File: src/rtl/mem_wb_pipe_reg_if.sv
`default_nettype none
// ============================================================================
//  Module      : mem_wb_pipe_reg_if
//  Description : Stage-to-stage instruction bus with valid/ready flow control.
//                One instance carries MEM -> pipe register traffic, another
//                carries pipe register -> WB traffic.
//                  valid  : producer offers an entry
//                  ready  : consumer accepts (transfer = valid & ready)
//                  ir, pc : instruction word and its PC
//                  alu    : ALU result
//                  rd     : memory read data
//                  waddr  : destination register (0 = no write)
//                  tnew   : cycles until the result is ready
//                  bd     : entry is in a branch delay slot
//                Modports: master drives the payload, slave drives ready.
//  Revision    : 1.0 - initial release
// ============================================================================
interface mem_wb_pipe_reg_if #(
   parameter int DATA_W = 32,
   parameter int ADDR_W = 5,
   parameter int TNEW_W = 2
);
   logic              valid;
   logic              ready;
   logic [31:0]       ir;
   logic [31:0]       pc;
   logic [DATA_W-1:0] alu;
   logic [DATA_W-1:0] rd;
   logic [ADDR_W-1:0] waddr;
   logic [TNEW_W-1:0] tnew;
   logic              bd;

   modport master (output valid, ir, pc, alu, rd, waddr, tnew, bd, input ready);
   modport slave  (input valid, ir, pc, alu, rd, waddr, tnew, bd, output ready);
endinterface
`default_nettype wire

File: src/rtl/mem_wb_pipe_reg.sv
`default_nettype none
// ============================================================================
//  Module      : mem_wb_pipe_reg
//  Description : MEM -> WB pipeline register with valid/ready flow control,
//                flush, and per-cycle Tnew aging.
//                Optional feature macro: PIPE_REG_SKID_EN
//                  defined   : two-entry (head + skid) buffer, in_ready comes
//                              from registered state only
//                  undefined : single head entry, in_ready follows out_ready
//  Ports       : clk     - clock, rising edge
//                reset   - asynchronous active-high reset
//                flush   - synchronous drop of every held entry
//                in_if   - upstream bus (slave side)
//                out_if  - downstream bus (master side), head entry
//                out_pc4 - head pc + 4
//                out_pc8 - head pc + 8
//                fwd_ok  - head result may be forwarded now
//  Revision    : 1.0 - initial release
// ============================================================================
module mem_wb_pipe_reg #(
   parameter int DATA_W = 32,
   parameter int ADDR_W = 5,
   parameter int TNEW_W = 2
) (
   input  wire                clk,
   input  wire                reset,
   input  wire                flush,
   mem_wb_pipe_reg_if.slave   in_if,
   mem_wb_pipe_reg_if.master  out_if,
   output logic [31:0]        out_pc4,
   output logic [31:0]        out_pc8,
   output logic               fwd_ok
);

   typedef struct packed {
      logic              valid;
      logic [31:0]       ir;
      logic [31:0]       pc;
      logic [DATA_W-1:0] alu;
      logic [DATA_W-1:0] rd;
      logic [ADDR_W-1:0] waddr;
      logic [TNEW_W-1:0] tnew;
      logic              bd;
   } entry_t;

   // Saturating decrement: a result already available stays available.
   function automatic logic [TNEW_W-1:0] sat_dec(input logic [TNEW_W-1:0] t);
      return (t == '0) ? t : t - TNEW_W'(1);
   endfunction

   entry_t r_head;
   entry_t w_head_nxt;
   entry_t w_cap;
   logic   w_in_ready;
   logic   w_in_xfer;
   logic   w_head_take;

`ifdef PIPE_REG_SKID_EN
   entry_t r_skid;
   entry_t w_skid_nxt;
`endif

   always_comb begin
      w_cap       = '0;
      w_cap.valid = 1'b1;
      w_cap.ir    = in_if.ir;
      w_cap.pc    = in_if.pc;
      w_cap.alu   = in_if.alu;
      w_cap.rd    = in_if.rd;
      w_cap.waddr = in_if.waddr;
      w_cap.tnew  = sat_dec(in_if.tnew);
      w_cap.bd    = in_if.bd;

`ifdef PIPE_REG_SKID_EN
      w_in_ready = !r_skid.valid && !flush;
`else
      w_in_ready = (!r_head.valid || out_if.ready) && !flush;
`endif
      w_in_xfer   = in_if.valid && w_in_ready;
      // Head slot is free this edge if empty or being consumed.
      w_head_take = !r_head.valid || out_if.ready;

      // Default: held entry ages by one cycle.
      w_head_nxt      = r_head;
      w_head_nxt.tnew = sat_dec(r_head.tnew);

`ifdef PIPE_REG_SKID_EN
      w_skid_nxt      = r_skid;
      w_skid_nxt.tnew = sat_dec(r_skid.tnew);
      if (w_head_take) begin
         if (r_skid.valid) begin
            // Older skid entry advances first to keep FIFO order.
            w_head_nxt      = r_skid;
            w_head_nxt.tnew = sat_dec(r_skid.tnew);
            w_skid_nxt      = w_in_xfer ? w_cap : '0;
         end else begin
            w_head_nxt = w_in_xfer ? w_cap : '0;
            w_skid_nxt = '0;
         end
      end else if (!r_skid.valid && w_in_xfer) begin
         w_skid_nxt = w_cap;
      end
      if (flush) begin
         w_head_nxt = '0;
         w_skid_nxt = '0;
      end
`else
      if (w_head_take) begin
         w_head_nxt = w_in_xfer ? w_cap : '0;
      end
      if (flush) begin
         w_head_nxt = '0;
      end
`endif
   end

   always_ff @(posedge clk or posedge reset) begin
      if (reset) begin
         r_head <= '0;
      end else begin
         r_head <= w_head_nxt;
      end
   end

`ifdef PIPE_REG_SKID_EN
   always_ff @(posedge clk or posedge reset) begin
      if (reset) begin
         r_skid <= '0;
      end else begin
         r_skid <= w_skid_nxt;
      end
   end
`endif

   assign in_if.ready  = w_in_ready;
   assign out_if.valid = r_head.valid;
   assign out_if.ir    = r_head.ir;
   assign out_if.pc    = r_head.pc;
   assign out_if.alu   = r_head.alu;
   assign out_if.rd    = r_head.rd;
   assign out_if.waddr = r_head.waddr;
   assign out_if.tnew  = r_head.tnew;
   assign out_if.bd    = r_head.bd;
   assign out_pc4      = r_head.pc + 32'd4;
   assign out_pc8      = r_head.pc + 32'd8;
   assign fwd_ok       = r_head.valid && (r_head.waddr != '0) && (r_head.tnew == '0);

endmodule
`default_nettype wire

File: src/flat_wrapper.sv
// flat-port wrapper written by rule: the top's interface ports become plain ports
module mem_wb_pipe_reg_flat 
#(
   parameter int DATA_W = 32,
   parameter int ADDR_W = 5,
   parameter int TNEW_W = 2
)
  (clk, reset, flush, out_pc4, out_pc8, fwd_ok, in_if_valid, in_if_ir, in_if_pc, in_if_alu, in_if_rd, in_if_waddr, in_if_tnew, in_if_bd, in_if_ready, out_if_valid, out_if_ir, out_if_pc, out_if_alu, out_if_rd, out_if_waddr, out_if_tnew, out_if_bd, out_if_ready);
  mem_wb_pipe_reg_if #(.DATA_W(DATA_W), .ADDR_W(ADDR_W), .TNEW_W(TNEW_W)) in_if_i ();
  mem_wb_pipe_reg_if #(.DATA_W(DATA_W), .ADDR_W(ADDR_W), .TNEW_W(TNEW_W)) out_if_i ();
  input  wire clk;
  input  wire reset;
  input  wire flush;
  output logic [31:0] out_pc4;
  output logic [31:0] out_pc8;
  output logic fwd_ok;
  input wire logic [$bits(in_if_i.valid)-1:0] in_if_valid;
  input wire logic [$bits(in_if_i.ir)-1:0] in_if_ir;
  input wire logic [$bits(in_if_i.pc)-1:0] in_if_pc;
  input wire logic [$bits(in_if_i.alu)-1:0] in_if_alu;
  input wire logic [$bits(in_if_i.rd)-1:0] in_if_rd;
  input wire logic [$bits(in_if_i.waddr)-1:0] in_if_waddr;
  input wire logic [$bits(in_if_i.tnew)-1:0] in_if_tnew;
  input wire logic [$bits(in_if_i.bd)-1:0] in_if_bd;
  output wire logic [$bits(in_if_i.ready)-1:0] in_if_ready;
  output wire logic [$bits(out_if_i.valid)-1:0] out_if_valid;
  output wire logic [$bits(out_if_i.ir)-1:0] out_if_ir;
  output wire logic [$bits(out_if_i.pc)-1:0] out_if_pc;
  output wire logic [$bits(out_if_i.alu)-1:0] out_if_alu;
  output wire logic [$bits(out_if_i.rd)-1:0] out_if_rd;
  output wire logic [$bits(out_if_i.waddr)-1:0] out_if_waddr;
  output wire logic [$bits(out_if_i.tnew)-1:0] out_if_tnew;
  output wire logic [$bits(out_if_i.bd)-1:0] out_if_bd;
  input wire logic [$bits(out_if_i.ready)-1:0] out_if_ready;
  assign in_if_i.valid = in_if_valid;
  assign in_if_i.ir = in_if_ir;
  assign in_if_i.pc = in_if_pc;
  assign in_if_i.alu = in_if_alu;
  assign in_if_i.rd = in_if_rd;
  assign in_if_i.waddr = in_if_waddr;
  assign in_if_i.tnew = in_if_tnew;
  assign in_if_i.bd = in_if_bd;
  assign in_if_ready = in_if_i.ready;
  assign out_if_valid = out_if_i.valid;
  assign out_if_ir = out_if_i.ir;
  assign out_if_pc = out_if_i.pc;
  assign out_if_alu = out_if_i.alu;
  assign out_if_rd = out_if_i.rd;
  assign out_if_waddr = out_if_i.waddr;
  assign out_if_tnew = out_if_i.tnew;
  assign out_if_bd = out_if_i.bd;
  assign out_if_i.ready = out_if_ready;
  mem_wb_pipe_reg #(.DATA_W(DATA_W), .ADDR_W(ADDR_W), .TNEW_W(TNEW_W)) u_core (.clk(clk), .reset(reset), .flush(flush), .in_if(in_if_i), .out_if(out_if_i), .out_pc4(out_pc4), .out_pc8(out_pc8), .fwd_ok(fwd_ok));
endmodule
File: config.mk
export PLATFORM = sky130hd
export DESIGN_NAME = mem_wb_pipe_reg_flat
export DESIGN_NICKNAME = d
export VERILOG_FILES = /design/src/rtl/mem_wb_pipe_reg_if.sv /design/src/rtl/mem_wb_pipe_reg.sv /design/src/flat_wrapper.sv
export SDC_FILE = /design/constraint.sdc
export NUM_CORES = 1
export LEC_CHECK = 0
export CORE_AREA = 2 2 134 136
export DETAILED_ROUTE_END_ITERATION = 10
export DIE_AREA = 0 0 136 138
export GPL_TIMING_DRIVEN = 0
export PLACE_DENSITY = 0.79
export SETUP_SLACK_MARGIN = 0.15
export SLEW_MARGIN = 5
export SYNTH_ARGS = -nofsm -noshare
export SYNTH_HDL_FRONTEND = slang
export SYNTH_SLANG_ARGS = --single-unit
File: constraint.sdc
create_clock -name clk -period 8.7 [get_ports clk]
set_input_delay 1.74 -clock clk [delete_from_list [all_inputs] [get_ports clk]]
set_output_delay 1.74 -clock clk [all_outputs]
set_load 0.02 [all_outputs]
==> results by group <==
Clock tree
  – Setup bufs post-CTS: 0
  – Htree depth: 4
  – Hold buffer count at cts: 0
  – Post-CTS sizing: 0
  – Worst-path clk slew: approximately 0.060 ns
  – Num CTS Buffers: 17
  – Root Buffer: clkbuf_16
  – Sink Count: between 100 and 150
  – Clk buf depth: 2
  – TritonCTS clock tree: yes
  – Clock Latency Late Sink: roughly 0.41 ns

Synthesis
  – YS warnings: 0
  – Synth Area in Compound Gates: between 20% and 30%
  – Top-count cell post-synth: dfrtp_1
  – Largest family of logic cells by synthesized area: compound AO/OA/AOI/OAI gates
  – Yosys top cell by area: dfrtp_1
  – Synth Register Bits: ~140
  – Adder-Cell Fraction of Synth Area: 0.624%
  – Synth top cells by count: dfrtp_1 (137), a22o_1 (134), xnor2_1 (32), clkbuf_1 (29)
  – Cell variety after synth: 40
  – Register area share after synthesis: a little under three fifths
  – Cell Area, Synth: 6020 µm²
  – Synth Area in XOR/XNOR: between 8 and 9%
  – Post-synth EDFFs: 0
  – Async SR Flop Fraction: 100%
  – Net Count, Synth: approximately 640
  – Yosys top cell area share: between 50% and 60%
  – Main flop type after synthesis: dfrtp_1
  – Mux share of post-synthesis cell area: 0%
  – Syn Area/Cell: 12.2 µm²
  – Cells after Synth: 495
  – Leading post-synthesis cells by cell area: dfrtp_1 (57%), a22o_1 (20%), xnor2_1 (4.7%)
  – Synth Area in Simple Gates: about a tenth

Place
  – DPL Wire Length: roughly 16 mm
  – Port-buffer cells: between 300 and 400
  – Placer congestion estimate: around 0.84

Power and ir drop
  – Gate power share: about 17%
  – Pwr Density: 171 nW/µm²
  – Int Pwr: 1320 µW
  – Sw frac: about a quarter
  – Psw: between 400 and 500 µW
  – Clock share of power: a little over two fifths
  – Max VDD drop: about 0.12 mV
  – P_leak: approximately 0.0045 µW
  – Power share of the sequential group: between 30% and 40%

Detailed routing
  – Avg Vias per Cell: between 4 and 5
  – Vias: 5500
  – Antenna-violating nets left: 0
  – Drt wl/cell: 19.1 µm
  – Final WL: 21.0 mm
  – DRC: 0
  – Detailed Routing Iterations Pass 1: 4
  – Initial DRC count: roughly 250

Run
  – Max cap viols: 0

Floorplanning
  – # rows: 49
  – Io pins: 344
  – Initial core utilization: 34.3%
  – Core Box Area: around 18000 µm²
  – Die area: around 19000 µm²
  – Die W: ~140 µm
  – Die height: between 100 and 150 µm

Setup path
  – Critical Path End Type: output port
  – WP data arrival: 3.06 ns
  – Worst path cell trace: ha_1 > and4_1 > clkbuf_1 > nand4_2 > nor3_1 > xor2_1 > clkdlybuf4s50_1
  – Crit path kind: register to output port
  – Critical path's slowest cell: clkdlybuf4s50_1
  – Slowest stage delay, CP: 0.62 ns
  – Critical path fanouts, max: 8
  – CP startpoint kind: register
  – Worst EP required: approximately 7.0 ns

Cells and area
  – Fin util: 59.3%
  – Area Growth Syn to Fin: 72.9%
  – Nets: 1002
  – Number of fill cells in the layout: approximately 1500
  – Layout cells sized above 1: 7.12%

Timing
  – RSZ-0062 raised after global routing: no
  – Rel. slew slack: around 53%
  – Clk_skew: about 0.0054 ns
  – Worst Max-Slew Pin Slew: approximately 0.71 ns
  – Final period util: a little under three fifths
  – Max frequency: ~210 MHz
  – Fin. Hold Viols: 0
  – Max Slew Vio Count: 0
  – Endpoints failing setup: 0
  – Fin Setup TNS: 0 ns
  – Minimum clock period: between 4 and 5 ns

Global route
  – Largest net degree at the start of global routing: 73
  – Global Route Usage Sum: between 20% and 30%
  – First-pass GRT wire length: about 32 mm
  – Vias in the first global route: roughly 5500
  – Initial antenna violation count: 1
  – Global-route congestion overflow total: 0

Status
  – Run status: finished clean

Hold path
  – Worst hold path type: register to register
==> cell usage in the layout (no fill, tap or decap), types with 2 or more instances in the layout <==
master	synthesis	routed
clkdlybuf4s50_1	0	343
dfrtp_1	137	137
a22o_1	134	134
xnor2_1	32	32
clkbuf_1	29	30
xor2_1	23	23
nand2_1	23	23
nor2_1	18	18
clkbuf_16	0	17
nand3_1	12	12
nor3_1	11	11
buf_4	9	9
nand4_1	8	8
buf_2	6	6
inv_1	7	6
clkbuf_2	5	5
clkbuf_8	0	5
and4_1	3	3
nor4_1	3	3
nand3b_1	3	3
ha_1	3	3
bufinv_16	0	3
nor3b_1	2	2
buf_1	2	2
and2_1	2	2
and3_1	2	2
nand4_2	2	2
nor4_2	2	2
or3_1	2	2
inv_6	0	2
clkinvlp_4	0	2
clkinv_4	0	2
==> critical path, delay by kind of cell, from the launching register on <==
family / cells / cell delay, ns
XOR/XNOR: 1 / 0.17
adder cells (fa/ha/maj): 1 / 0.30
buffers and inverters: 2 / 0.90
flip-flops: 1 / 0.46
AND/OR/NAND/NOR: 3 / 0.82
==> per-layer routing <==
layer  wire length, µm  track usage [%]  up-vias
li1                  -                -     2547
met1              8660             27.9     2680
met2             10400             37.3      236
met3              1360             5.87       37
met4               558             8.06        0
met5                 0                0        -
==> kinds of logic (layout without fill, tap and decap cells) <==
family          after synthesis  in the layout
compound gates              139            139
xor+xnor                     55             55
fa+ha+maj                     3              3
buf+inv                      58            434
flops                       137            137
other cells                   0              1
simple gates                103            103
==> final cells by class <==
type                            instances  area [µm²]  area share [%]
Multi-Input combinational cell        300        2320            22.3
Inverter                                7        31.3           0.301
Buffer                                 51         239            2.30
Clock buffer                           23         498            4.79
Clock inverter                          9         136            1.31
Timing Repair Buffer                  344        3460            33.3
Tap cell                              229         287            2.75
Sequential cell                       137        3430            32.9
Antenna cell                            1        2.50          0.0240
==> path summary, 6_finish.rpt <==
kind | from | end | slack (ns) | cells past startpoint
worst min-delay path | u_core.out_if.rd[7] | u_core.out_if.rd[7] | 0.50 | 1
worst max register to register | u_core.out_if.valid | u_core.out_if.pc[18] | 6.40 | 4
max in group asynchronous | reset | u_core.out_if.rd[1] | 6.12 | 3
worst min register to register | u_core.out_if.rd[7] | u_core.out_if.rd[7] | 0.50 | 1
min in group asynchronous | reset | u_core.out_if.ir[24] | 1.83 | 2
worst max-delay path | u_core.out_if.pc[3] | out_pc4[23] | 3.90 | 7
==> registers in the layout (all words and copies together) (netlist names) <==
register	cells
u_core.out_if.bd	1
u_core.out_if.pc	32
u_core.out_if.rd	32
u_core.out_if.valid	1
u_core.out_if.alu	32
u_core.out_if.ir	32
u_core.out_if.waddr	5
u_core.out_if.tnew	2
==> metrics by stage <==
step	cells	hold WS (ns)	total power, µW	area [µm²]	setup slack, ns
floorplan	495	0.626	826	6020	3.29
global placement	1067	0.487	1010	9740	1.36
detailed placement	1068	0.491	1010	9770	3.91
CTS	1100	0.506	1790	10400	3.86
global route	1101	0.510	1840	10400	3.70
finish	1101	0.503	1780	10400	3.90
==> power by group through the flow <==
stage / Combinational (µW) / Clock [µW] / Sequential (µW)
finish: 309 / 779 / 689
global route: 327 / 816 / 693
CTS: 312 / 791 / 689
detailed placement: 311 / 0 / 700
global placement: 305 / 0 / 700
floorplan: 92.4 / 0 / 733
(Power assumes the default switching activity.)
